<file path="src/rtl/snake_step_ctrl.sv">
// Per-move sequencer: next head cell, wall check, body-ring update, tail erase and head plot.
// Latency: normal move done 5 cycles after step, grow move 3 cycles; a wall hit parks in DEAD after 2.
// Backpressure: none; step is honoured only in IDLE and is otherwise ignored.
module snake_step_ctrl #(
    parameter int          ADDR_W       = 7,
    parameter int          MAX_LEN      = 128,
    parameter logic [7:0]  START_X      = 8'd80,
    parameter logic [6:0]  START_Y      = 7'd60,
    parameter logic [2:0]  SNAKE_COLOUR = 3'b010,
    parameter logic [2:0]  BG_COLOUR    = 3'b000
) (
    input  logic              clk,
    input  logic              reset_n,
    input  logic              step,
    input  logic [1:0]        dir_req,
    input  logic              grow,
    output logic [ADDR_W-1:0] ram_addr,
    output logic [14:0]       ram_wdata,
    output logic              ram_we,
    input  logic [14:0]       ram_rdata,
    output logic [7:0]        x_out,
    output logic [6:0]        y_out,
    output logic [2:0]        colour,
    output logic              plot,
    output logic              done,
    output logic [1:0]        status,
    output logic [ADDR_W:0]   length
);

    typedef enum logic [2:0] {
        S_INIT,
        S_IDLE,
        S_CALC,
        S_TAIL_RD,
        S_TAIL_PLOT,
        S_HEAD_WR,
        S_HEAD_PLOT,
        S_DEAD
    } state_t;

    localparam logic [1:0]        DIR_UP    = 2'b00;
    localparam logic [1:0]        DIR_DOWN  = 2'b01;
    localparam logic [1:0]        DIR_LEFT  = 2'b10;
    localparam logic [1:0]        DIR_RIGHT = 2'b11;
    localparam logic [7:0]        X_MAX     = 8'd159;
    localparam logic [6:0]        Y_MAX     = 7'd119;
    localparam logic [ADDR_W:0]   MAX_LEN_L = MAX_LEN[ADDR_W:0];
    localparam logic [ADDR_W-1:0] PTR_ONE   = {{(ADDR_W-1){1'b0}}, 1'b1};
    localparam logic [ADDR_W:0]   LEN_ONE   = {{ADDR_W{1'b0}}, 1'b1};

    state_t            state, state_n;
    logic              init_arm;
    logic [ADDR_W-1:0] head_ptr;
    logic [ADDR_W-1:0] tail_ptr;
    logic [ADDR_W:0]   len_q;
    logic [1:0]        cur_dir;
    logic              grow_pend;
    logic              grow_move;
    logic [7:0]        hx;
    logic [6:0]        hy;

    logic [7:0]        nx;
    logic [6:0]        ny;
    logic              hit_wall;
    logic              can_grow;
    logic              reverse_req;

    assign length      = len_q;
    assign can_grow    = grow_pend && (len_q < MAX_LEN_L);
    assign reverse_req = ((dir_req ^ cur_dir) == 2'b01);

    always_comb begin
        nx = hx;
        ny = hy;
        case (cur_dir)
            DIR_UP:   ny = hy - 7'd1;
            DIR_DOWN: ny = hy + 7'd1;
            DIR_LEFT: nx = hx - 8'd1;
            default:  nx = hx + 8'd1;
        endcase
    end

    assign hit_wall = ((cur_dir == DIR_UP)    && (hy == 7'd0))  ||
                      ((cur_dir == DIR_DOWN)  && (hy == Y_MAX)) ||
                      ((cur_dir == DIR_LEFT)  && (hx == 8'd0))  ||
                      ((cur_dir == DIR_RIGHT) && (hx == X_MAX));

    always_ff @(posedge clk or negedge reset_n) begin
        if (!reset_n) begin
            state <= S_INIT;
        end else begin
            state <= state_n;
        end
    end

    // INIT only fires once init_arm is set, so the strobes stay low while reset is held.
    always_comb begin
        state_n   = state;
        ram_addr  = tail_ptr;
        ram_wdata = {nx, ny};
        ram_we    = 1'b0;
        x_out     = hx;
        y_out     = hy;
        colour    = SNAKE_COLOUR;
        plot      = 1'b0;
        done      = 1'b0;
        status    = 2'b01;
        case (state)
            S_INIT: begin
                if (init_arm) begin
                    ram_we    = 1'b1;
                    ram_addr  = '0;
                    ram_wdata = {START_X, START_Y};
                    plot      = 1'b1;
                    x_out     = START_X;
                    y_out     = START_Y;
                    state_n   = S_IDLE;
                end
            end
            S_IDLE: begin
                status = 2'b00;
                if (step) begin
                    state_n = S_CALC;
                end
            end
            S_CALC: begin
                if (hit_wall) begin
                    state_n = S_DEAD;
                end else if (can_grow) begin
                    state_n = S_HEAD_WR;
                end else begin
                    state_n = S_TAIL_RD;
                end
            end
            S_TAIL_RD: begin
                state_n = S_TAIL_PLOT;
            end
            S_TAIL_PLOT: begin
                // RAM read data is registered inside the RAM, so this is not a combinational input path.
                plot    = 1'b1;
                x_out   = ram_rdata[14:7];
                y_out   = ram_rdata[6:0];
                colour  = BG_COLOUR;
                state_n = S_HEAD_WR;
            end
            S_HEAD_WR: begin
                ram_we   = 1'b1;
                ram_addr = head_ptr + PTR_ONE;
                state_n  = S_HEAD_PLOT;
            end
            S_HEAD_PLOT: begin
                plot    = 1'b1;
                done    = 1'b1;
                state_n = S_IDLE;
            end
            S_DEAD: begin
                status = 2'b10;
            end
            default: begin
                state_n = S_INIT;
            end
        endcase
    end

    always_ff @(posedge clk or negedge reset_n) begin
        if (!reset_n) begin
            init_arm  <= 1'b0;
            head_ptr  <= '0;
            tail_ptr  <= '0;
            len_q     <= LEN_ONE;
            cur_dir   <= DIR_RIGHT;
            grow_pend <= 1'b0;
            grow_move <= 1'b0;
            hx        <= START_X;
            hy        <= START_Y;
        end else begin
            init_arm <= 1'b1;
            if ((state == S_IDLE) && step && !reverse_req) begin
                cur_dir <= dir_req;
            end
            if (state == S_CALC) begin
                grow_move <= can_grow;
            end
            if (state == S_TAIL_PLOT) begin
                tail_ptr <= tail_ptr + PTR_ONE;
            end
            if (state == S_HEAD_WR) begin
                head_ptr <= head_ptr + PTR_ONE;
                hx       <= nx;
                hy       <= ny;
                if (grow_move) begin
                    len_q <= len_q + LEN_ONE;
                end
            end
            // A new grow pulse wins over either clear condition.
            if (grow) begin
                grow_pend <= 1'b1;
            end else if (((state == S_CALC) && !hit_wall && can_grow) || (len_q == MAX_LEN_L)) begin
                grow_pend <= 1'b0;
            end
        end
    end

endmodule

</file>
<file path="config.mk">
export PLATFORM = sky130hd
export DESIGN_NAME = snake_step_ctrl
export DESIGN_NICKNAME = d
export VERILOG_FILES = /design/src/rtl/snake_step_ctrl.sv
export SDC_FILE = /design/constraint.sdc
export NUM_CORES = 1
export LEC_CHECK = 0
export BUFFER_PORTS_ARGS = -buffer_cell sky130_fd_sc_hd__buf_2
export CORE_AREA = 2 2 77 79
export DETAILED_ROUTE_END_ITERATION = 8
export DIE_AREA = 0 0 79 81
export PLACE_DENSITY = 0.87
export SLEW_MARGIN = 30
export SYNTH_ARGS = -nofsm -noshare
export SYNTH_HDL_FRONTEND = slang
export SYNTH_SLANG_ARGS = --single-unit
</file>
<file path="constraint.sdc">
create_clock -name clk -period 8.7 [get_ports clk]
set_input_delay 1.74 -clock clk [delete_from_list [all_inputs] [get_ports clk]]
set_output_delay 1.74 -clock clk [all_outputs]
set_load 0.02 [all_outputs]
</file>
==> flow_metrics.tcl, run 1 <==
set metrics [dict create \
    hold_slack_ps 480.9 \
    worstPathRequired_ps 6960 \
    finClkSkew_ps 5.065 \
    cts_resized 0 \
    path_common_cell "xor2_1" \
    final.setup.tns_ps 0 \
    drive_above_1_share_pct 24.08 \
    ys_ff_latch 45 \
    htree_levels 2 \
    worstSkewPairLatency_ps 290 \
    period_share_pct 56.41 \
    synth_ff_type "dfrtp_1" \
    die_x_um 79 \
    synth_top_area_share_pct 28.07 \
    drt_iter0_markers 193 \
    slowest_stage "dfstp_2" \
    async_reset_ff_share_pct 100.0 \
    postCtsSetupRepairBufs 0 \
    rrSetupSlack_ps 5950 \
    yosys_warnings 0 \
    core_area_um2 5675 \
    synth.cell_area_um2 3209 \
    syn_to_final_growth_pct 14.27 \
    die_y_um 81 \
    crit_chain "nor2b_1 > xor2_1 > ha_1 > and3_1 > a311o_1 > o211ai_1 > xor2_1 > nand2_1 > buf_2" \
    setup_ws_ps 3793 \
    synth-edff-count 0 \
    avgSynthCellArea_um2 8.468 \
    routed_via_density 5.689 \
    antenna_cells 0 \
    ys_seq_area_share_pct 35.44 \
    cp-endpoint "ram_wdata[13]" \
    cp-startpoint "cur_dir[1]" \
    worstHoldPathCells 1 \
    drc 0 \
    grt_pass1_vias 2685 \
    synth_area_leader_cell "dfrtp_1" \
    vias 2907 \
    cts_tree "built" \
    ys_top_cells_by_area "dfrtp_1 (28%), dfstp_2 (7.4%), nand2_1 (6.7%), xor2_1 (6.0%), xnor2_1 (5.5%)" \
    syn_inst 379 \
    p_leak_nw 1.821 \
    relSlewSlack_pct 37.78 \
    firstDrtPassIters 4 \
    r2r-end "hx[6]" \
    gp_congestion 0.9316 \
    critPathKind "reg2out" \
    ant_nets 0 \
    maxCapViolations 0 \
    peakVddDrop_mv 0.05759 \
    cts_buffer_depth 2 \
    fill_cells 507 \
    track_usage_pct 24.40 \
    cp_max_fo 36 \
    hold_violations 0 \
    rsz0062_at_grt "no" \
    layout_commonest_cell "buf_2" \
    dpl_worst_slack_ps 4142 \
    wl_per_cell_um 14.72 \
    start_util_pct 56.55 \
    cp.arrival_ps 3170 \
    clock.fmax_ghz 0.2038 \
    final_core_util_pct 64.62 \
    cpPeakStageDelay_ps 950 \
    port_buffers 71 \
    worst_pin_slew_ps 920.8 \
    startpoint_type "flop" \
    min_period_ps 4907 \
    cp-end-kind "primary output" \
    final_nets 468 \
    finalSetupViolCount 0 \
    p_per_area_nw_per_um2 97.84 \
    cts_hold_buffers 0 \
    ioPinCount 74 \
    status "completed" \
    antenna_found_initial 0 \
    die_area_um2 6399 \
    grt_overflow_total 0 \
    grt_max_degree 46 \
    cts_buffers 5 \
    r2r_cells 7 \
    power_w 0.0003588 \
    final_cell_mix "buf_2 (70), nand2_1 (57), nor2_1 (36), dfrtp_1 (36)" \
    drv_slew 0 \
    drt_wl_total_um 7520 \
    hp-class "reg2reg" \
    rows 28 \
    dp_hpwl_um 5445 \
    root_buffer "clkbuf_8" \
    clkTransAtPathRegs_ps 90 \
    synth.distinct_cells 55 \
    cts_sinks 45 \
    timing.rr.start "cur_dir[1]" \
    grt_pass1_wl_um 12540 \
]
## sequential cells by signal, indices dropped and copies added, names as in the netlist
| name | count |
|---|---|
| tail_ptr | 7 |
| hy | 7 |
| grow_pend | 1 |
| length | 8 |
| cur_dir | 2 |
| grow_move | 1 |
| state | 3 |
| head_ptr | 7 |
| init_arm | 1 |
| hx | 8 |
## worst max-delay path, delay by kind of cell, from the launching register on
kind / cells / cell delay (ps)
flops: 1 / 950
simple gates: 3 / 750
compound gates: 2 / 460
xor+xnor: 2 / 290
fa+ha+maj: 1 / 240
buf+inv: 1 / 180
## area by class of cell
type,instances,area (um^2),area share [%]
Clock inverter,2,13.76,0.3753
Inverter,10,37.54,1.024
Tap cell,75,93.84,2.559
Sequential cell,45,1137,31.01
Timing Repair Buffer,73,372.9,10.17
Multi-Input combinational cell,300,1929,52.61
Clock buffer,6,82.58,2.252
## kinds of logic after synthesis
kind of cell             share of synthesized area, %
AO/OA/AOI/OAI                                   15.01
XOR/XNOR                                        11.46
adder cells (fa/ha/maj)                         4.912
buffers and inverters                           4.912
flip-flops                                      35.44
multiplexers                                    2.378
other                                          0.2340
AND/OR/NAND/NOR                                 25.65
## synthesized netlist by cell type, types with 2 or more instances
cell type  instances
and2_1             4
nor4b_1            3
nand2b_1           6
nand4_1            6
xnor2_1           20
buf_4              4
a211oi_1           3
a211o_1            3
dfstp_2            9
a21oi_1           13
inv_1              9
o211ai_1           2
clkbuf_1          16
or3_1              2
o21ai_0           22
buf_2              3
dfrtp_1           36
nor2_1            36
nand3b_1           2
nor2b_1            6
a22oi_1            2
xor2_1            22
nor3b_1            2
or3_4              2
mux2i_1            2
and3_1             5
nand3_1           14
a22o_1            10
or2_2              2
nor3_1             9
conb_1             2
nand2_1           57
mux2_2             5
a21o_1             3
and4b_1            2
nor4_1             5
ha_1              11
a31oi_1            2
## routing by layer
| metal | vias up | share of wire (%) | GRT usage, % |
|---|---|---|---|
| met4 | 0 | 0.53 | 6.897 |
| li1 | 1416 | - | - |
| met1 | 1403 | 45 | 33.19 |
| met2 | 83 | 49 | 40.93 |
| met5 | - | 0 | 0 |
| met3 | 5 | 5.7 | 3.444 |
## metrics by stage
stage               cell area [um^2]  std cells
floorplan                       3213        380
global placement                3568        503
detailed placement              3571        503
CTS                             3667        511
global route                    3667        511
finish                          3667        511
## report_power, final
part	internal (W)	switching, W
combinational	0.00000367	0.00000667
clock	0.0000645	0.0000739
sequential	0.000210	0.000000397
total	0.000278	0.0000809
## worst min path at each step
| stage | slack [ps] | endpoint | start |
|---|---|---|---|
| 4_1_cts | 480 | tail_ptr[6] | tail_ptr[6] |
| 3_3_place_gp | 460 | tail_ptr[6] | tail_ptr[6] |
| 2_1_floorplan | 440 | tail_ptr[6] | tail_ptr[6] |
| 3_5_place_dp | 460 | tail_ptr[6] | tail_ptr[6] |
| 5_1_grt | 500 | tail_ptr[6] | tail_ptr[6] |
| 6_report | 480 | tail_ptr[6] | tail_ptr[6] |
Power figures use the tool's default switching activity.
==> run 2, diff against run 1 <==
--- a/config.mk
+++ b/config.mk
@@ -6,10 +6,10 @@
 export NUM_CORES = 1
 export LEC_CHECK = 0
 export BUFFER_PORTS_ARGS = -buffer_cell sky130_fd_sc_hd__buf_2
-export CORE_AREA = 2 2 77 79
+export CORE_AREA = 2 2 80 82
 export DETAILED_ROUTE_END_ITERATION = 8
-export DIE_AREA = 0 0 79 81
-export PLACE_DENSITY = 0.87
+export DIE_AREA = 0 0 82 84
+export PLACE_DENSITY = 0.81
 export SLEW_MARGIN = 30
 export SYNTH_ARGS = -nofsm -noshare
 export SYNTH_HDL_FRONTEND = slang
==> constraint.sdc (replaced) <==
create_clock -name clk -period 5.11 [get_ports clk]
set_input_delay 1.022 -clock clk [delete_from_list [all_inputs] [get_ports clk]]
set_output_delay 1.022 -clock clk [all_outputs]
set_load 0.02 [all_outputs]
==> run 2 against run 1 <==
Net effect: sequential share of layout area shrank 0.17 points; routed wire length grew 1.1%; die area grew 7.6%; non-clock buffer count is the same; critical path depth is the same; sequential power grew 70%; register-to-register slack lost 3700 ps; global-route usage shrank 1.8 points; total power grew 80%; core utilization shrank 4.1 points; hold slack lost 2.8 ps; clock skew grew 2.4 ps; critical endpoint unchanged; largest cell class unchanged; highest routed layer unchanged.
==> flow_metrics.tcl, run 2 (synthesis results as in run 1) <==
set metrics [dict create \
    status "completed" \
    core_area_um2 6096 \
    layout_commonest_cell "buf_2" \
    finalSetupViolCount 0 \
    drv_slew 0 \
    gp_congestion 0.8976 \
    clock.fmax_ghz 0.2355 \
    drt_wl_total_um 7604 \
    period_share_pct 83.08 \
    die_y_um 84 \
    grt_pass1_vias 2689 \
    start_util_pct 52.65 \
    worstSkewPairLatency_ps 300 \
    hold_violations 0 \
    maxCapViolations 0 \
    grt_use_met2_pct 38.36 \
    cp-endpoint "ram_wdata[13]" \
    final.setup.tns_ps 0 \
    p_leak_nw 1.826 \
    port_buffers 71 \
    setup_ws_ps 864.5 \
    ioPinCount 74 \
    antenna_cells 0 \
    drive_above_1_share_pct 24.08 \
    track_usage_pct 22.58 \
    firstDrtPassIters 4 \
    final_core_util_pct 60.49 \
    hold_slack_ps 478.1 \
    crit_chain "nor2b_1 > xor2_1 > ha_1 > and3_1 > a311o_1 > o211ai_1 > xor2_1 > nand2_1 > buf_2" \
    multiInputGateArea_um2 1936 \
    worstPathRequired_ps 4090 \
    grt_pass1_wl_um 12400 \
    grt_max_degree 46 \
    hp-start "tail_ptr[6]" \
    drt_iter0_markers 147 \
    slowest_stage "dfstp_2" \
    antenna_found_initial 0 \
    die_area_um2 6888 \
    rsz0062_at_grt "no" \
    syn_to_final_growth_pct 14.89 \
    path_common_cell "xor2_1" \
    cts_sinks 45 \
    wl_per_cell_um 14.82 \
    cpPeakStageDelay_ps 960 \
    worstHoldPathCells 1 \
    peakVddDrop_mv 0.1274 \
    clkTransAtPathRegs_ps 90 \
    r2r-end "hx[7]" \
    dpl_worst_slack_ps 1238 \
    rrSetupSlack_ps 2270 \
    crit_family "flip-flops" \
    final_nets 468 \
    p_per_area_nw_per_um2 175.6 \
    top_usage_layer "met2" \
    routed_via_density 5.676 \
    use_met3_pct 3.680 \
    vias 2912 \
    finClkSkew_ps 7.502 \
    cp-startpoint "cur_dir[1]" \
    dp_hpwl_um 5416 \
    drc 0 \
    power_w 0.0006474 \
    worst_pin_slew_ps 839.7 \
    root_buffer "clkbuf_8" \
    cp-end-kind "primary output" \
    crit_buf_inv 1 \
    cts_tree "built" \
    cts_resized 0 \
    die_x_um 82 \
    regArea_um2 1137 \
    use_met1_pct 29.79 \
    timing.rr.start "cur_dir[1]" \
    cp_max_fo 36 \
    grt_overflow_total 0 \
    r2r_cells 6 \
    rows 29 \
    cp.arrival_ps 3220 \
    htree_levels 2 \
    postCtsSetupRepairBufs 0 \
    final_cell_mix "buf_2 (70), nand2_1 (57), nor2_1 (36), dfrtp_1 (36)" \
    startpoint_type "flop" \
    ant_nets 0 \
    crit_cells 9 \
    cts_buffers 5 \
    hp-class "reg2reg" \
    cts_buffer_depth 2 \
    min_period_ps 4246 \
    fill_cells 555 \
    relSlewSlack_pct 43.64 \
    critPathKind "reg2out" \
    cts_hold_buffers 0 \
]
[run 2: cell types whose count changed in the layout (fill, tap and decap cells not counted), sizes merged]
cell,before,now
clkinv,3,2
bufinv,0,1
[run 2: cell type report]
class | count | area share, %
Clock inverter | 2 | 0.9501
Sequential cell | 45 | 30.84
Tap cell | 77 | 2.613
Multi-Input combinational cell | 300 | 52.49
Inverter | 10 | 1.018
Timing Repair Buffer | 73 | 10.11
Clock buffer | 6 | 1.968
[run 2: metrics by stage]
step                instances  cell area [um^2]
finish                    513              3687
global route              513              3687
CTS                       513              3681
detailed placement        505              3573
global placement          505              3571
floorplan                 380              3213
[run 2: how the worst min path moves through the flow]
stage,end,slack [ps]
final,tail_ptr[6],480
after floorplan,tail_ptr[6],440
after global placement,tail_ptr[6],460
after CTS,tail_ptr[6],480
after detailed placement,tail_ptr[6],460
after global routing,tail_ptr[6],490
[run 2: power by group]
part           switching [W]  internal [W]   total, W
combinational      0.0000110    0.00000623  0.0000172
sequential       0.000000758      0.000357   0.000358
clock               0.000127      0.000145   0.000272
[run 2: per-layer routing]
metal | wire length, um | vias up
li1 | - | 1417
met1 | 3341 | 1409
met2 | 3790 | 74
met3 | 374 | 12
met4 | 97 | 0
met5 | 0 | -
==> run 3, diff against run 2 <==
--- a/config.mk
+++ b/config.mk
@@ -6,10 +6,10 @@
 export NUM_CORES = 1
 export LEC_CHECK = 0
 export BUFFER_PORTS_ARGS = -buffer_cell sky130_fd_sc_hd__buf_2
-export CORE_AREA = 2 2 80 82
+export CORE_AREA = 2 2 84 86
 export DETAILED_ROUTE_END_ITERATION = 8
-export DIE_AREA = 0 0 82 84
-export PLACE_DENSITY = 0.81
+export DIE_AREA = 0 0 86 88
+export PLACE_DENSITY = 0.78
 export SLEW_MARGIN = 30
 export SYNTH_ARGS = -nofsm -noshare
 export SYNTH_HDL_FRONTEND = slang
==> constraint.sdc (replaced) <==
create_clock -name clk -period 3.6 [get_ports clk]
set_input_delay 0.72 -clock clk [delete_from_list [all_inputs] [get_ports clk]]
set_output_delay 0.72 -clock clk [all_outputs]
set_load 0.02 [all_outputs]
==> run 3 against run 2 <==
Net effect: die area grew 9.9%; setup slack got worse by 700 ps; global-route usage fell by 1.9 points; critical path depth unchanged; hold slack got worse by 68 ps; clock power rose by 52%; non-clock buffer count rose by 2.
==> flow_metrics.tcl, run 3 (synthesis results as in run 1) <==
set metrics [dict create \
    relSlewSlack_pct 40.63 \
    root_buffer "clkbuf_8" \
    antenna_cells 0 \
    cp_max_fo 19 \
    crit_chain "nor2b_2 > inv_1 > ha_1 > nand2_1 > o21ai_0 > mux2i_1 > and4b_1 > o21ai_0 > buf_2" \
    grt_max_degree 46 \
    syn_to_final_growth_pct 16.53 \
    netSwitchingFraction_pct 21.64 \
    cts_hold_buffers 0 \
    maxCapViolations 0 \
    dp_hpwl_um 5474 \
    multiInputGateArea_um2 1953 \
    hold_slack_ps 410.0 \
    vias 2879 \
    path_common_cell "o21ai_0" \
    regArea_um2 1141 \
    drt_wl_total_um 7679 \
    start_util_pct 48.31 \
    worst_pin_slew_ps 884.6 \
    p_switching_w 0.0002048 \
    die_x_um 86 \
    final_cell_mix "buf_2 (70), nand2_1 (57), nor2_1 (36), dfrtp_1 (36)" \
    min_period_ps 3440 \
    grt_pass1_vias 2669 \
    antenna_found_initial 0 \
    cpPeakStageDelay_ps 560 \
    r2r_cells 7 \
    cp-end-kind "primary output" \
    drt_iter0_markers 114 \
    htree_levels 2 \
    crit_cells 9 \
    firstDrtPassIters 4 \
    drc 0 \
    finClkSkew_ps 9.959 \
    layout_commonest_cell "buf_2" \
    cts_sinks 45 \
    p_leak_nw 1.841 \
    ant_nets 0 \
    seqPwrFrac_pct 53.6 \
    rsz0062_at_grt "no" \
    die_area_um2 7568 \
    fill_cells 612 \
    pwr-share-clk_pct 43.8 \
    rows 30 \
    port_buffers 71 \
    p_per_area_nw_per_um2 253.0 \
    cts_buffer_depth 2 \
    core_area_um2 6644 \
    ioPinCount 74 \
    p_int_w 0.0007416 \
    postCtsSetupRepairBufs 0 \
    hold_violations 0 \
    track_usage_pct 20.63 \
    finalSetupViolCount 0 \
    hp-class "in2async" \
    worstPathRequired_ps 2880 \
    combPwrFrac_pct 2.6 \
    worstSkewPairLatency_ps 300 \
    wl_per_cell_um 14.82 \
    slowest_stage "dfstp_4" \
    die_y_um 88 \
    drive_above_1_share_pct 25.57 \
    grt_overflow_total 0 \
    drv_slew 0 \
    clock.fmax_ghz 0.2907 \
    grt_pass1_wl_um 12540 \
    critPathKind "reg2out" \
    cts_tree "built" \
    crit_buf_inv 2 \
    final.setup.tns_ps 0 \
    cts_buffers 5 \
    period_share_pct 95.56 \
    routed_via_density 5.558 \
    peakVddDrop_mv 0.1433 \
    crit_family "flip-flops" \
    gp_congestion 0.8588 \
    clkTransAtPathRegs_ps 90 \
    startpoint_type "flop" \
    status "completed" \
    cp.arrival_ps 2720 \
    final_nets 470 \
]
## run 3: through the flow
step	util [%]	std cells	total power, W	cell area, um^2	setup WS (ps)
2_1_floorplan	-	380	0.0005221	3213	274.0
3_3_place_gp	54.03	510	0.0005416	3590	344.2
3_5_place_dp	54.07	510	0.0005429	3592	295.1
4_1_cts	55.91	518	0.0009518	3715	40.52
5_1_grt	56.29	518	0.0009748	3740	1.619
6_report	56.29	518	0.0009463	3740	159.7
## run 3: final cells by class
cell class | count | area share (%)
clock buffers | 6 | 2.208
inverters | 10 | 1.004
repair buffers | 75 | 10.37
well taps | 80 | 2.676
flip-flops and latches | 45 | 30.51
clock inverters | 2 | 1.004
multi-input cells | 300 | 52.22
## run 3: path summary, 6_finish.rpt
path,slack [ps],start,endpoint
worst max-delay path,160,cur_dir[1],ram_wdata[5]
worst min-delay path,410,reset_n,length[6]
worst max register to register,1300,cur_dir[1],hy[6]
worst min register to register,470,tail_ptr[6],tail_ptr[6]
max in group asynchronous,2790,reset_n,hx[3]
min in group clk,470,tail_ptr[6],tail_ptr[6]
## run 3: what timing repair did
action,in CTS,in global routing
setup endpoints to repair,1,5
gates cloned,0,0
gates resized for setup,1,5
## run 3: power groups by stage
stage	registers (W)	clock network, W	logic, W
after floorplan	0.000517	0	0.00000486
after global placement	0.000517	0	0.0000244
after detailed placement	0.000517	0	0.0000256
after CTS	0.000508	0.000419	0.0000255
after global routing	0.000508	0.000439	0.0000283
final	0.000508	0.000414	0.0000245
## run 3: per-layer routing
metal / routed length, um / track usage, % / up-vias
met5: 0 / 0 / -
met4: 89 / 6.782 / 0
met2: 3669 / 32.98 / 68
met3: 294 / 3.110 / 9
met1: 3626 / 28.78 / 1383
li1: - / - / 1419
